### src/rtl/sseg_decoder.sv
// Decodes a time-multiplexed, active-low 7-segment/anode bus back into a 4-digit hex frame.
// Define SSEG_DEC_SYNC_EN to add a two-flop input synchronizer (reset to all ones) ahead of the tracker.
module sseg_decoder #(
  parameter int STABLE_CYCLES = 4
) (
  input  logic        clk,
  input  logic        rst_n,
  input  logic [7:0]  sseg,
  input  logic [7:0]  an,
  output logic [15:0] digits,
  output logic [3:0]  dp,
  output logic        valid,
  output logic        err
);

  localparam logic [7:0] CNT_MAX = 8'(STABLE_CYCLES - 1);
  localparam logic [7:0] CNT_PRE = 8'(STABLE_CYCLES - 2);

  typedef enum logic {
    HUNT,
    COLLECT
  } state_t;

  logic [15:0] bus;

`ifdef SSEG_DEC_SYNC_EN
  logic [15:0] sync_q1;
  logic [15:0] sync_q2;

  always_ff @(posedge clk or negedge rst_n) begin
    if (!rst_n) begin
      sync_q1 <= '1;
      sync_q2 <= '1;
    end else begin
      sync_q1 <= {an, sseg};
      sync_q2 <= sync_q1;
    end
  end

  assign bus = sync_q2;
`else
  assign bus = {an, sseg};
`endif

  logic [15:0] prev;
  logic [7:0]  cnt;
  logic        same;
  logic        stable;

  // stable fires only on the transition into saturation, so once per dwell
  assign same   = (bus == prev);
  assign stable = same && (cnt == CNT_PRE);

  always_ff @(posedge clk or negedge rst_n) begin
    if (!rst_n) begin
      prev <= '1;
      cnt  <= '0;
    end else begin
      prev <= bus;
      if (!same)
        cnt <= '0;
      else if (cnt != CNT_MAX)
        cnt <= cnt + 8'd1;
    end
  end

  logic [7:0] an_s;
  logic [7:0] sg_s;
  logic [6:0] seg_on;
  logic       blank;
  logic       slot_ok;
  logic [1:0] slot;
  logic       pat_ok;
  logic [3:0] nib;

  assign an_s   = bus[15:8];
  assign sg_s   = bus[7:0];
  assign seg_on = ~sg_s[6:0];
  assign blank  = (an_s == 8'hFF);

  always_comb begin
    slot    = 2'd0;
    slot_ok = 1'b0;
    if (an_s[7:4] == 4'hF) begin
      case (an_s[3:0])
        4'hE: begin slot = 2'd0; slot_ok = 1'b1; end
        4'hD: begin slot = 2'd1; slot_ok = 1'b1; end
        4'hB: begin slot = 2'd2; slot_ok = 1'b1; end
        4'h7: begin slot = 2'd3; slot_ok = 1'b1; end
        default: ;
      endcase
    end
  end

  always_comb begin
    pat_ok = 1'b1;
    nib    = 4'h0;
    case (seg_on)
      7'h3F: nib = 4'h0;
      7'h06: nib = 4'h1;
      7'h5B: nib = 4'h2;
      7'h4F: nib = 4'h3;
      7'h66: nib = 4'h4;
      7'h6D: nib = 4'h5;
      7'h7D: nib = 4'h6;
      7'h07: nib = 4'h7;
      7'h7F: nib = 4'h8;
      7'h6F: nib = 4'h9;
      7'h77: nib = 4'hA;
      7'h7C: nib = 4'hB;
      7'h39: nib = 4'hC;
      7'h5E: nib = 4'hD;
      7'h79: nib = 4'hE;
      7'h71: nib = 4'hF;
      default: pat_ok = 1'b0;
    endcase
  end

  state_t      state;
  logic [3:0]  mask;
  logic [15:0] shadow;
  logic [3:0]  shadow_dp;
  logic [15:0] merged;
  logic [3:0]  merged_dp;
  logic [3:0]  slot_bit;
  logic [3:0]  mask_next;
  logic        good;

  assign good      = slot_ok && pat_ok;
  assign slot_bit  = 4'b0001 << slot;
  assign mask_next = mask | slot_bit;

  // shadow frame with the current slot already written, so completion can copy it in one step
  always_comb begin
    merged                  = shadow;
    merged_dp               = shadow_dp;
    merged[{slot, 2'b00} +: 4] = nib;
    merged_dp[slot]         = ~sg_s[7];
  end

  always_ff @(posedge clk or negedge rst_n) begin
    if (!rst_n) begin
      state     <= HUNT;
      mask      <= '0;
      shadow    <= '0;
      shadow_dp <= '0;
      digits    <= '0;
      dp        <= '0;
      valid     <= 1'b0;
      err       <= 1'b0;
    end else begin
      valid <= 1'b0;
      err   <= 1'b0;
      if (stable && !blank) begin
        if (!good) begin
          err   <= 1'b1;
          mask  <= '0;
          state <= HUNT;
        end else begin
          case (state)
            HUNT: begin
              if (slot == 2'd0) begin
                shadow    <= merged;
                shadow_dp <= merged_dp;
                mask      <= 4'b0001;
                state     <= COLLECT;
              end
            end
            COLLECT: begin
              shadow    <= merged;
              shadow_dp <= merged_dp;
              if (mask_next == 4'hF) begin
                digits <= merged;
                dp     <= merged_dp;
                valid  <= 1'b1;
                mask   <= '0;
                state  <= HUNT;
              end else begin
                mask <= mask_next;
              end
            end
            default: state <= HUNT;
          endcase
        end
      end
    end
  end

endmodule

### config.mk
export PLATFORM = sky130hd
export DESIGN_NAME = sseg_decoder
export DESIGN_NICKNAME = d
export VERILOG_FILES = /design/src/rtl/sseg_decoder.sv
export SDC_FILE = /design/constraint.sdc
export NUM_CORES = 1
export LEC_CHECK = 0
export ABC_AREA = 1
export CORE_MARGIN = 4
export CORE_UTILIZATION = 25
export CTS_CLUSTER_SIZE = 40
export DETAILED_ROUTE_END_ITERATION = 6
export PLACE_DENSITY = 0.4
export SLEW_MARGIN = 20
export SYNTH_ARGS = -nofsm -noshare
export SYNTH_HDL_FRONTEND = slang
export SYNTH_SLANG_ARGS = --single-unit
export TNS_END_PERCENT = 10
### constraint.sdc
create_clock -name clk -period 2.4 [get_ports clk]
set_clock_uncertainty 0.05 [all_clocks]
set_input_delay 0.48 -clock clk [delete_from_list [all_inputs] [get_ports clk]]
set_output_delay 0.48 -clock clk [all_outputs]
set_load 0.05 [all_outputs]
==> Yosys cells after proc, flatten, opt, wreduce, memory -nomap -nowiden <==
Cells that the tools add are included.
{ "word_totals": {"in_bits": 18, "out_inout_bits": 22, "wordCells": 91, "reg_bits": 71} }
{ "classes": {"magnitude_cmp": 2, "mux": 30, "bitwise": 4, "n_reduce_logical": 11, "n_addsub": 2, "n_shift": 3, "n_eq_ne": 29} }
{ "ops": {"columns": ["op", "n"], "rows": [
  ["$eq 7x7->1 const B", 12],
  ["$pmux 4 s15", 1],
  ["$pmux 16 s2", 1],
  ["$eq 4x4->1 const B", 5],
  ["$bwmux 16", 1],
  ["$eq 16x16->1", 1],
  ["$mux 16", 1],
  ["$mux 4", 4],
  ["$mux 8", 2],
  ["$pmux 4 s2", 2],
  ["$reduce_or 16->1", 1],
  ["$shift 4x6->16 const A", 1],
  ["$shiftx 4x6->16", 1],
  ["$eq 7x3->1 const B", 2],
  ["$eq 7x6->1 const B", 2],
  ["$mux 1", 13],
  ["$add 8x1->8 const B", 1],
  ["$eq 8x2->1 const B", 1],
  ["$eq 8x8->1 const B", 1],
  ["$ne 8x2->1 const B", 1],
  ["$not 7->7", 1],
  ["$neg 4->6", 1],
  ["$pmux 2 s3", 1],
  ["$bwmux 4", 1],
  ["other kinds (19)", 23]
]} }

==> Longest topological paths before layout <==
{ "logic_depth": {"ltp_word": 10, "mapped_depth": 16, "depth_no_buf": 16} }

==> Worst setup path before layout <==
OpenSTA, ideal clock, no wires.
{ "synth_path": {"path_kind": "input to register", "from": "in an[2]", "to": "reg digits[5]", "arrival_ps": 2193, "setup_ps": 66, "setup_slack_ps": 91, "path_buffers": 2, "cell_stages": 14, "required_ps": 2284, "cell_sequence": "nand2_1 -> inv_1 -> nor2_1 -> o21ai_1 -> nor2_1 -> inv_1 -> ha_1 -> inv_1 -> clkbuf_1 -> buf_1 -> nand4_1 -> nand2_1 -> nand3_1 -> nand2_1"} }
{ "synth_between": {"elab_chain_cells": 7, "word_cells_on_any_way": 23, "classes_between": "add/sub: 1; eq/ne: 7; shift: 3; mux: 5; bitwise: 1; reduce/logical: 6"} }
{ "synth_rtl": {"columns": ["element", "line", "source"], "rows": [
  ["from (decl)", "9", "input logic [7:0] an,"],
  ["branches (longest 7 deep; another with $neg 4->6)", null, null],
  ["to (signal assigned)", "173", "digits <= merged;"],
  ["to (decl)", "10", "output logic [15:0] digits,"]
]} }
Several ways; the timed one is not identified.
A chain may end at the register's enable or synchronous reset.

==> Final worst setup path <==
{ "layout_path": {"from": "in sseg[2]", "to": "reg digits[13]"} }
{ "layout_between": {"elab_chain_cells": 6, "word_cells_on_any_way": 27, "classes_between": "eq/ne: 17; shift: 1; mux: 3; bitwise: 1; reduce/logical: 5"} }
{ "layout_rtl": {"columns": ["element", "line", "source"], "rows": [
  ["from (decl)", "8", "input logic [7:0] sseg,"],
  ["branches (longest 6 deep; another with $shiftx 4x6->16)", null, null]
]} }
Several ways; the timed one is not identified.

==> results.toml <==
[synthesis]
syn_area_sq_um = 3810
ys_ff_latch = 71
synthCells = 499
yosysWarnings = 0
netlist.top_cell.by_area = "dfrtp_1"
syn_nets = 525
synth_seq_area_share_pct = 47.16
ys_types = 30
yosysTopAreaCellShare_pct = 36.12
avgSynthCellArea_sq_um = 7.635
synth.area.top_cells = "dfrtp_1 36%, nand2_1 20%, dfstp_2 11%, nor2_1 6.1%, nand3_1 4.3%"

[layout]
syn_to_final_growth_pct = 42.33
fin_nets = 637
finalNonFillerCells = 800
final_util_pct = 36.75
diodes = 0
drive_above_1_share_pct = 24.51

[place]
dp_slack_ps = -481.8
dp_hpwl_um = 7279
placed_cells = 777
gp_congestion = 0.8346
port_buffers = 39

[routing]
drt_wl_total_um = 10670
viasPerCell = 4.305
antenna_left = 0
first_iter_violations = 159
vias = 3444
avgRoutedWirePerCell_um = 13.34
first_pass_iters = 4
drc_errors = 0

[floorplanning]
die_w_um = 131.5
rows = 44
die-area_sq_um = 17280
coreArea_sq_um = 14750
start_util_pct = 25.82
io_pins = 40
fp.dieH_um = 131.5

[worst_hold_path]
hold_class = "in2async"

[global_routing]
antenna_found_initial = 0
grt_pass1_vias = 3605
grt_max_degree = 72
grt_pass1_wl_um = 17620
grt-ovfl-total = 0
grtUsageTotal_pct = 12.58

[clock_network]
clock_path_buffers = 2
root_buffer = "clkbuf_16"
clock_sinks = 71
cts_tree = "built"
numCtsBuffers = 9
clk_latency_ps = 340
clk_pin_slew_ps = 60
htreeDepth = 3

[timing]
slew_violations = 0
relSlewSlack_pct = 65.92
worstMarginPinSlew_ps = 509.6
setup_slack_ps = 183.8
finalHoldViolCount = 0
period_minus_slack_ps = 2216
setup_viol = 0
post-route-period-util_pct = 92.34
timing.fmax_mhz = 451.2
rsz0062_at_grt = "no"

[run_status]
status = "finished, final reports clean"

[power]
internal-power_w = 0.002047
pwr-share-clk_pct = 47.3
powerDensity_nw_per_um2 = 502.4
irDropWorstVdd_v = 0.0003112
p_leak_nw = 2.806
swShare_pct = 24.88
combinationalPowerShare_pct = 7.7
switchingPower_w = 0.0006778
p_seq_share_pct = 45.1

[worst_setup_path]
crit_arrival_ps = 2400
crit_fanout = 6
critPathRequiredTime_ps = 2580
critical_path_class = "in2reg"
start_kind = "primary input"
end_kind = "flop"

[run]
cap_violations = 0
[what timing repair did]
item | 4_1_cts | 5_1_grt
pin swaps | 1 | 8
gates cloned | 0 | 3
gates resized for setup | 4 | 40
setup buffers | 0 | 4
hold buffers | 0 | 0
endpoints found under the setup margin | 42 | 46
[sequential cells by signal, summed over array words and instances (netlist names)]
signal	count
cnt	8
digits	16
dp	4
err	1
mask	4
prev	16
shadow	16
shadow_dp	4
state	1
valid	1
[logic make-up (layout without fill, tap and decap cells)]
logic type / count (synthesis) / in the layout / share of synthesized area, %
xor gates and xnor gates: 19 / 19 / 4.368
and+or+nand+nor: 339 / 339 / 38.16
buffers and inverters: 47 / 164 / 5.550
adders and majority gates: 8 / 8 / 2.627
DFF: 71 / 71 / 47.16
AOI/OAI and AO/OA: 15 / 15 / 2.135
[critical path, stage by stage]
cell	delay [ps]
clkdlybuf4s50_1	610
xnor2_1	150
nand4_1	170
nor2_2	240
nand2_2	110
nor2_4	160
nand3_4	170
clkbuf_16	210
nand2_1	50
nand2_1	50
[cell usage after synthesis (all sizes together)]
cell type	n
nor2	69
nand4	13
buf	11
nand3b	2
ha	8
o21ai	8
nand2	208
nor3	8
inv	35
xor2	14
nand3	36
dfstp	16
nor4	2
clkbuf	1
a21oi	6
xnor2	5
nor3b	1
dfrtp	55
o211ai	1
[area by class of cell]
cell class	instances	area, sq um
clock buffers	10	239.0
multi-input cells	381	1902
inverters	35	136.4
clock inverters	6	45.04
repair buffers	113	1074
flip-flops and latches	71	1797
fillers	1527	9331
well taps	184	230.2
[power groups by stage]
| stage | combinational (W) | sequential [W] | clock [W] |
|---|---|---|---|
| 6_report | 0.000209 | 0.00123 | 0.00129 |
| 5_1_grt | 0.000233 | 0.00123 | 0.00137 |
| 4_1_cts | 0.000209 | 0.00123 | 0.00134 |
| 3_5_place_dp | 0.000208 | 0.00125 | 0 |
| 3_3_place_gp | 0.000206 | 0.00125 | 0 |
| 2_1_floorplan | 0.0000710 | 0.00125 | 0 |
[per-layer routing]
| metal | global-route usage, % | vias to the layer above | share of wire, % |
|---|---|---|---|
| met1 | 16.42 | 1597 | 49 |
| li1 | - | 1796 | - |
| met3 | 2.370 | 17 | 2.1 |
| met2 | 20.26 | 34 | 46 |
| met4 | 5.776 | 0 | 2.0 |
| met5 | 0 | - | 0 |
[through the flow]
step | TNS, ps | instance area [sq um] | hold slack, ps | power (W)
floorplan | 0 | 3810 | 134.4 | 0.001319
global placement | -17940 | 4911 | 403.0 | 0.001454
detailed placement | -19300 | 4911 | 408.4 | 0.001456
CTS | 0 | 5207 | 140.2 | 0.002772
global route | 0 | 5423 | 161.8 | 0.002831
finish | 0 | 5423 | 128.6 | 0.002725
[path summary, 6_finish.rpt]
path | slack, ps | depth (start not counted) | from | endpoint
min in group clk | 350 | 2 | an[7] | prev[15]
min | 130 | 2 | rst_n | cnt[0]
max reg2reg | 440 | 9 | prev[3] | digits[13]
max | 180 | 10 | sseg[2] | digits[13]
min reg2reg | 420 | 2 | shadow[12] | shadow[12]
max in group asynchronous | 1830 | 2 | rst_n | prev[7]
[cells in the final DEF, fill, tap and decap left out, drive strengths merged, types with 5 or more instances in the layout]
cell           netlist  routed
clkbuf               1      12
dlymetal6s2s         0       8
nand4               13      13
nor3                 8       8
dfrtp               55      55
inv                 35      36
nand3               36      36
dfstp               16      16
ha                   8       8
clkdlybuf4s50        0      30
xnor2                5       5
buf                 11      73
xor2                14      14
o21ai                8       8
nor2                69      69
a21oi                6       6
nand2              208     208
No activity file was read; power rests on OpenSTA's default activity.
